--- src/rtl/keypad_loader.sv ---
// Keypad entry and serial load sequencer for the MM:SS countdown timer.
// Build option: KEYPAD_AUTOSTART_EN makes LOAD fall straight into RUN instead of ARMED.
module keypad_loader (
  input  logic       clk,
  input  logic       clearn,
  input  logic       key_valid,
  input  logic [3:0] key_code,
  input  logic       timer_zero,
  output logic [3:0] data,
  output logic       load,
  output logic       enable,
  output logic [3:0] dmin,
  output logic [3:0] dst,
  output logic [3:0] dso,
  output logic       done,
  output logic       err
);

  typedef enum logic [1:0] {
    S_IDLE  = 2'd0,
    S_LOAD  = 2'd1,
    S_ARMED = 2'd2,
    S_RUN   = 2'd3
  } state_t;

  localparam logic [3:0] KEY_CLEAR = 4'd10;
  localparam logic [3:0] KEY_START = 4'd11;
  localparam logic [3:0] KEY_STOP  = 4'd12;

  state_t     state_q;
  logic [1:0] idx_q;
  logic [3:0] data_q;
  logic       load_q;
  logic       enable_q;
  logic [3:0] dmin_q;
  logic [3:0] dst_q;
  logic [3:0] dso_q;
  logic       done_q;
  logic       err_q;

  logic key_digit;
  logic key_clear;
  logic key_start;
  logic key_stop;
  logic buf_empty;
  logic buf_bad;

  assign key_digit = key_valid && (key_code <= 4'd9);
  assign key_clear = key_valid && (key_code == KEY_CLEAR);
  assign key_start = key_valid && (key_code == KEY_START);
  assign key_stop  = key_valid && (key_code == KEY_STOP);
  assign buf_empty = (dmin_q == 4'd0) && (dst_q == 4'd0) && (dso_q == 4'd0);
  // Tens of seconds above 5 is not a valid time, so START is refused.
  assign buf_bad   = (dst_q > 4'd5);

  always_ff @(posedge clk or negedge clearn) begin
    if (!clearn) begin
      state_q  <= S_IDLE;
      idx_q    <= 2'd0;
      data_q   <= 4'd0;
      load_q   <= 1'b0;
      enable_q <= 1'b0;
      dmin_q   <= 4'd0;
      dst_q    <= 4'd0;
      dso_q    <= 4'd0;
      done_q   <= 1'b0;
      err_q    <= 1'b0;
    end else begin
      done_q <= 1'b0;
      err_q  <= 1'b0;
      case (state_q)
        S_IDLE: begin
          load_q   <= 1'b0;
          enable_q <= 1'b0;
          if (key_digit) begin
            dmin_q <= dst_q;
            dst_q  <= dso_q;
            dso_q  <= key_code;
          end else if (key_clear) begin
            dmin_q <= 4'd0;
            dst_q  <= 4'd0;
            dso_q  <= 4'd0;
          end else if (key_start && !buf_empty) begin
            if (buf_bad) begin
              err_q <= 1'b1;
            end else begin
              state_q <= S_LOAD;
              idx_q   <= 2'd0;
              load_q  <= 1'b1;
              data_q  <= dmin_q;
            end
          end
        end
        S_LOAD: begin
          // The timer shifts toward min, so digits go out min first, so last.
          case (idx_q)
            2'd0: begin
              data_q <= dst_q;
              idx_q  <= 2'd1;
            end
            2'd1: begin
              data_q <= dso_q;
              idx_q  <= 2'd2;
            end
            default: begin
              data_q <= 4'd0;
              load_q <= 1'b0;
              idx_q  <= 2'd0;
`ifdef KEYPAD_AUTOSTART_EN
              state_q  <= S_RUN;
              enable_q <= 1'b1;
`else
              state_q  <= S_ARMED;
              enable_q <= 1'b0;
`endif
            end
          endcase
        end
        S_ARMED: begin
          if (key_start) begin
            state_q  <= S_RUN;
            enable_q <= 1'b1;
          end else if (key_clear) begin
            state_q <= S_IDLE;
            dmin_q  <= 4'd0;
            dst_q   <= 4'd0;
            dso_q   <= 4'd0;
          end
        end
        S_RUN: begin
          // Reaching zero outranks any key arriving in the same cycle.
          if (timer_zero) begin
            state_q  <= S_IDLE;
            enable_q <= 1'b0;
            done_q   <= 1'b1;
            dmin_q   <= 4'd0;
            dst_q    <= 4'd0;
            dso_q    <= 4'd0;
          end else if (key_stop) begin
            state_q  <= S_ARMED;
            enable_q <= 1'b0;
          end else if (key_clear) begin
            state_q  <= S_IDLE;
            enable_q <= 1'b0;
            dmin_q   <= 4'd0;
            dst_q    <= 4'd0;
            dso_q    <= 4'd0;
          end
        end
        default: begin
          state_q  <= S_IDLE;
          load_q   <= 1'b0;
          enable_q <= 1'b0;
        end
      endcase
    end
  end

  assign data   = data_q;
  assign load   = load_q;
  assign enable = enable_q;
  assign dmin   = dmin_q;
  assign dst    = dst_q;
  assign dso    = dso_q;
  assign done   = done_q;
  assign err    = err_q;

endmodule

--- config.mk ---
export PLATFORM = sky130hd
export DESIGN_NAME = keypad_loader
export DESIGN_NICKNAME = d
export VERILOG_FILES = /design/src/rtl/keypad_loader.sv
export SDC_FILE = /design/constraint.sdc
export NUM_CORES = 1
export LEC_CHECK = 0
export ABC_AREA = 1
export CAP_MARGIN = 20
export CORE_AREA = 5 5 55 57
export CTS_CLUSTER_DIAMETER = 60
export CTS_CLUSTER_SIZE = 25
export DETAILED_ROUTE_END_ITERATION = 7
export DIE_AREA = 0 0 60 62
export PLACE_DENSITY_LB_ADDON = 0.12
export SKIP_LAST_GASP = 1
export SYNTH_ARGS = -nofsm -noshare
export SYNTH_HDL_FRONTEND = slang
export SYNTH_SLANG_ARGS = --single-unit
--- constraint.sdc ---
create_clock -name clk -period 2.1 [get_ports clk]
set_clock_uncertainty 0.2 [all_clocks]
set_input_delay 0.42 -clock clk [delete_from_list [all_inputs] [get_ports clk]]
set_output_delay 0.42 -clock clk [all_outputs]
set_load 0.01 [all_outputs]
==> results.py, run 1 <==
metrics = {
    "status": {
        "status": "finished, final reports clean",
    },
    "finish": {
        "synthToLayoutAreaGrowth_pct": 28.9,
        "diodes": 0,
        "register_area_um2": 601,
        "drive_above_1_share": 0.183,
        "fillers": 225,
        "nets": 200,
        "multiInputGateArea_um2": 577,
        "finalNonFillerCells": 221,
    },
    "flow_run": {
        "drv_cap": 0,
    },
    "timing": {
        "fin_crit_ns": 2.02,
        "grt_setup_unrepaired": "no",
        "max-slew-margin-rel": 0.607,
        "setup_viol": 0,
        "report.final.slew_viol_count": 0,
        "worst_slew_pin_slew_ns": 0.586,
        "hold_violations": 0,
        "max_freq_mhz": 496,
        "fin_setup_tns_ns": 0,
        "fin_crit_sh": 0.960,
    },
    "worst_setup_path": {
        "critical_path_class": "flop to primary output",
        "cpPeakStageDelay_ns": 0.59,
        "critPathLaunchType": "flop",
        "crit_slowest_cell": "clkdlybuf4s50_1",
        "required_ns": 1.48,
        "critPathMaxFanout": 6,
        "cp-end-kind": "primary output",
        "worstPathCellList": "clkdlybuf4s50_1",
        "crit_arrival_ns": 1.40,
        "cp_top_family": "buffers and inverters",
        "cp.buffers_inverters": 1,
    },
    "place": {
        "place_congestion": 0.859,
        "dp_hpwl_um": 2180,
        "dpl.cell_count": 217,
        "port_buffers": 27,
    },
    "detailed_routing": {
        "route.detailed.drc": 0,
        "drt_iter0_markers": 38,
        "drt_pre_antenna_iters": 4,
        "met1_length_um": 1250,
        "top_layer_used": "met4",
        "vias": 1119,
        "viasPerCell": 5.06,
        "ant_nets": 0,
        "wl_met2_um": 1340,
        "wl_met3_um": 195,
        "wl_per_cell_um": 12.8,
        "totalWireLength_um": 2820,
    },
    "clocking": {
        "postCtsHoldBufs": 0,
        "clock_sinks": 24,
        "clk_pin_slew_ns": 0.14,
        "cts_resized": 0,
        "cts_setup_buffers": 0,
        "clock_path_buffers": 2,
        "clock_latency_ns": 0.32,
        "cts_tree": "yes",
        "clockRootBuffer": "clkbuf_4",
        "htree_num_levels": 1,
        "numCtsBuffers": 3,
    },
    "synth": {
        "yosys_register_bits": 24,
        "synthArstFlopShare": 1.00,
        "yosys.area.top_type": "dfrtp_1",
        "yosys_warnings": 0,
        "syn_area_per_cell_um2": 7.85,
        "synth_cells": 159,
        "synth-edff-count": 0,
        "yosysTopAreaCellShare": 0.481,
        "synth_flop_cell": "dfrtp_1",
        "syn_nets": 167,
        "yosys-top-cells-count": "nand2_1 (56), dfrtp_1 (24), nand3_1 (18), nand2_2 (16), nor2_1 (13)",
        "yosys-top-cells-area": "dfrtp_1 (48%), nand2_1 (17%), nand2_2 (8.0%)",
        "synth_cell_types": 21,
        "synth.most_common_cell": "nand2_1",
        "synth_seq_area_share": 0.481,
        "syn_area_mm2": 0.00125,
    },
    "min_path": {
        "min_path_type": "input port to async pin",
    },
    "floorplan": {
        "ios": 28,
        "core_mm2": 0.00243,
        "rows": 18,
        "die-height_um": 62,
        "dieArea_mm2": 0.00372,
        "start_util": 0.513,
        "die_width_um": 60,
    },
    "global_route": {
        "overflow": 0,
        "grt_max_degree": 25,
        "grt_pass1_vias": 1081,
        "grt_pass1_wl_um": 4780,
        "antenna_found_initial": 0,
        "grt_use_total": 0.171,
    },
    "power_and_ir_drop": {
        "total_power_mw": 2.20,
        "p_leak_nw": 0.800,
        "powerDensity_mw_per_mm2": 1370,
        "peakVddDrop_uv": 692,
    },
}
kinds of logic (layout without fill, tap and decap cells):
family / after synthesis / in the layout / synth area share
simple gates: 115 / 115 / 0.429
flops: 24 / 24 / 0.481
buf+inv: 13 / 45 / 0.0562
compound gates: 7 / 7 / 0.0331
where the power goes:
group | switching (mW) | internal, mW
sequential | 0.223 | 0.616
combinational | 0.552 | 0.469
clock | 0.142 | 0.193
total | 0.917 | 1.28
worst paths after layout:
check / cells after the start / end / start / slack (ns)
hold reg to reg: 2 / data[2] / data[2] / 0.29
setup reg to reg: 5 / dmin[2] / state_q[0] / 0.29
hold / removal: 2 / data[1] / clearn / 0.25
max in group asynchronous: 2 / dso[0] / clearn / 1.23
min in group clk: 2 / data[2] / data[2] / 0.29
setup / recovery: 1 / dst[2] / dst[2] / 0.08
cell type report:
cell class | count | area share
clock inverters | 1 | 0.0187
repair buffers | 31 | 0.187
multi-input cells | 122 | 0.359
clock buffers | 3 | 0.0140
well taps | 30 | 0.0233
flip-flops and latches | 24 | 0.374
inverters | 10 | 0.0249
stage by stage:
step / util / worst slack [ns] / hold slack [ns] / area, um2
floorplan: - / 0.648 / -0.0756 / 1250
global placement: 0.639 / 0.0292 / 0.254 / 1560
detailed placement: 0.639 / -0.0354 / 0.258 / 1560
CTS: 0.661 / 0.0824 / 0.263 / 1610
global route: 0.661 / 0.00363 / 0.256 / 1610
finish: 0.661 / 0.0849 / 0.247 / 1610
cells in the final DEF (no fill, tap or decap), types with 4 or more instances in the layout:
master and instances:
nand2_1 56, clkdlybuf4s50_1 27, dfrtp_1 24, nand3_1 18, nand2_2 16, nor2_1 13, inv_1 5, inv_2 4
a21oi_1 4, buf_4 4
flip-flops by register name, indices dropped and copies added, names as in the netlist, 2 cells and up:
name / count
data: 4
dmin: 4
dso: 4
dst: 4
idx_q: 2
state_q: 2
routing by layer:
metal / GRT usage / up-vias
met2: 0.290 / 33
met1: 0.213 / 516
met4: 0.0696 / 0
met5: 0 / -
met3: 0.0351 / 4
li1: - / 566
Power figures use the tool's default switching activity.
==> run 2: changes to the inputs <==
--- a/config.mk
+++ b/config.mk
@@ -12,7 +12,7 @@
 export CTS_CLUSTER_SIZE = 25
 export DETAILED_ROUTE_END_ITERATION = 7
 export DIE_AREA = 0 0 60 62
-export PLACE_DENSITY_LB_ADDON = 0.12
+export PLACE_DENSITY = 0.86
 export SKIP_LAST_GASP = 1
 export SYNTH_ARGS = -nofsm -noshare
 export SYNTH_HDL_FRONTEND = slang
==> constraint.sdc (replaced) <==
create_clock -name clk -period 2.1 [get_ports clk]
set_clock_uncertainty 0.2 [all_clocks]
set_input_delay 0.42 -clock clk [delete_from_list [all_inputs] [get_ports clk]]
set_output_delay 0.42 -clock clk [all_outputs]
set_load 0.02 [all_outputs]
==> results.py, run 2 (same netlist as run 1, synthesis figures left out) <==
metrics = {
    "worst_setup_path": {
        "required_ns": 1.48,
        "cp-end-kind": "primary output",
        "worstPathCellList": "clkdlybuf4s50_1",
        "crit_slowest_cell": "clkdlybuf4s50_1",
        "crit_arrival_ns": 1.43,
        "cp.buffers_inverters": 1,
        "critPathMaxFanout": 6,
        "critical_path_class": "flop to primary output",
        "cp_top_family": "buffers and inverters",
        "critPathLaunchType": "flop",
        "cpPeakStageDelay_ns": 0.65,
    },
    "finish": {
        "finalNonFillerCells": 219,
        "diodes": 0,
        "final_cell_mix": "nand2_1 (56), clkdlybuf4s50_1 (26), dfrtp_1 (23), nand3_1 (18), nand2_2 (16)",
        "final_common_cell": "nand2_1",
        "fillers": 209,
        "fin_area_mm2": 0.00158,
        "drive_above_1_share": 0.180,
        "synthToLayoutAreaGrowth_pct": 26.7,
        "nets": 198,
    },
    "detailed_routing": {
        "drt_iter0_markers": 47,
        "route.detailed.drc": 0,
        "wl_per_cell_um": 12.6,
        "viasPerCell": 5.25,
        "drt_pre_antenna_iters": 4,
        "vias": 1150,
        "top_layer_used": "met4",
        "wl_met2_um": 1430,
        "totalWireLength_um": 2760,
        "ant_nets": 0,
        "wl_met3_um": 126,
        "met1_length_um": 1170,
    },
    "status": {
        "status": "finished, final reports clean",
    },
    "clocking": {
        "cts_tree": "yes",
        "clock_path_buffers": 2,
        "clock_sinks": 24,
        "clk_pin_slew_ns": 0.13,
        "clockRootBuffer": "clkbuf_4",
        "clock_latency_ns": 0.31,
        "htree_num_levels": 1,
        "numCtsBuffers": 3,
    },
    "power_and_ir_drop": {
        "peakVddDrop_uv": 916,
        "total_power_mw": 2.16,
        "p_leak_nw": 0.800,
        "powerDensity_mw_per_mm2": 1360,
    },
    "global_route": {
        "grt_pass1_vias": 1109,
        "grt_use_total": 0.168,
        "antenna_found_initial": 0,
        "grt_max_degree": 25,
        "grt_pass1_wl_um": 4800,
        "overflow": 0,
    },
    "place": {
        "dpl_cell_area_mm2": 0.00154,
        "dp_hpwl_um": 2170,
        "port_buffers": 27,
        "place_congestion": 0.921,
        "dpl.cell_count": 215,
    },
    "timing": {
        "report.final.slew_viol_count": 0,
        "max_freq_mhz": 488,
        "max-slew-margin-rel": 0.568,
        "fin_crit_ns": 2.05,
        "worst_slew_pin_slew_ns": 0.645,
        "fin_setup_tns_ns": 0,
        "grt_setup_unrepaired": "no",
        "fin_crit_sh": 0.975,
        "hold_violations": 0,
        "setup_viol": 0,
        "fin_hold_ws_ns": 0.248,
    },
    "floorplan": {
        "dieArea_mm2": 0.00372,
        "ios": 28,
        "core_mm2": 0.00243,
        "rows": 18,
        "start_util": 0.513,
        "die_width_um": 60,
        "die-height_um": 62,
    },
    "flow_run": {
        "drv_cap": 0,
    },
    "min_path": {
        "min_path_type": "input port to async pin",
    },
}
## run 2: through the flow
step	worst slack [ns]	utilization
global route	0.00851	0.650
detailed placement	-0.00417	0.633
global placement	0.0517	0.633
floorplan	0.629	-
CTS	0.0250	0.648
finish	0.0525	0.650
## run 2: per-layer routing
| layer | track usage | vias to the layer above |
|---|---|---|
| met1 | 0.211 | 546 |
| met4 | 0.0696 | 0 |
| met2 | 0.301 | 33 |
| met5 | 0 | - |
| li1 | - | 569 |
| met3 | 0.0124 | 2 |
## run 2: what timing repair did
item | 4_1_cts | 5_1_grt
endpoints found under the setup margin | 0 | 2
hold buffers | 0 | 0
gates resized for setup | 0 | 2
endpoints found under the hold margin | 0 | 0
buffers inserted | 0 | 0
## run 2: final cells by class
| class | count | area, um2 | share of cell area |
|---|---|---|---|
| Clock buffer | 4 | 36.3 | 0.0230 |
| Inverter | 10 | 40.0 | 0.0253 |
| Timing Repair Buffer | 29 | 288 | 0.182 |
| Tap cell | 30 | 37.5 | 0.0238 |
| Sequential cell | 24 | 602 | 0.381 |
| Multi-Input combinational cell | 122 | 577 | 0.365 |
## run 2: final timing paths
path / depth (start not counted) / slack, ns / to / from
worst max-delay path: 1 / 0.05 / dst[2] / dst[2]
worst min-delay path: 2 / 0.25 / idx_q[0] / clearn
worst max register to register: 5 / 0.22 / dst[2] / state_q[0]
worst min register to register: 2 / 0.29 / data[0] / data[0]
max in group asynchronous: 2 / 1.20 / dst[1] / clearn
min in group clk: 2 / 0.29 / data[0] / data[0]
## run 2: where the power goes
part	switching [mW]	leakage (nW)	internal [mW]
registers	0.216	0.319	0.617
logic	0.639	0.460	0.441
clock network	0.137	0.0210	0.106
==> run 3: changes to the inputs <==
--- a/config.mk
+++ b/config.mk
@@ -6,7 +6,7 @@
 export NUM_CORES = 1
 export LEC_CHECK = 0
 export ABC_AREA = 1
-export CAP_MARGIN = 20
+export CAP_MARGIN = 0
 export CORE_AREA = 5 5 55 57
 export CTS_CLUSTER_DIAMETER = 60
 export CTS_CLUSTER_SIZE = 25
==> results of run 3 <==
Final layout, timing and power as in run 2 (identical DEF).
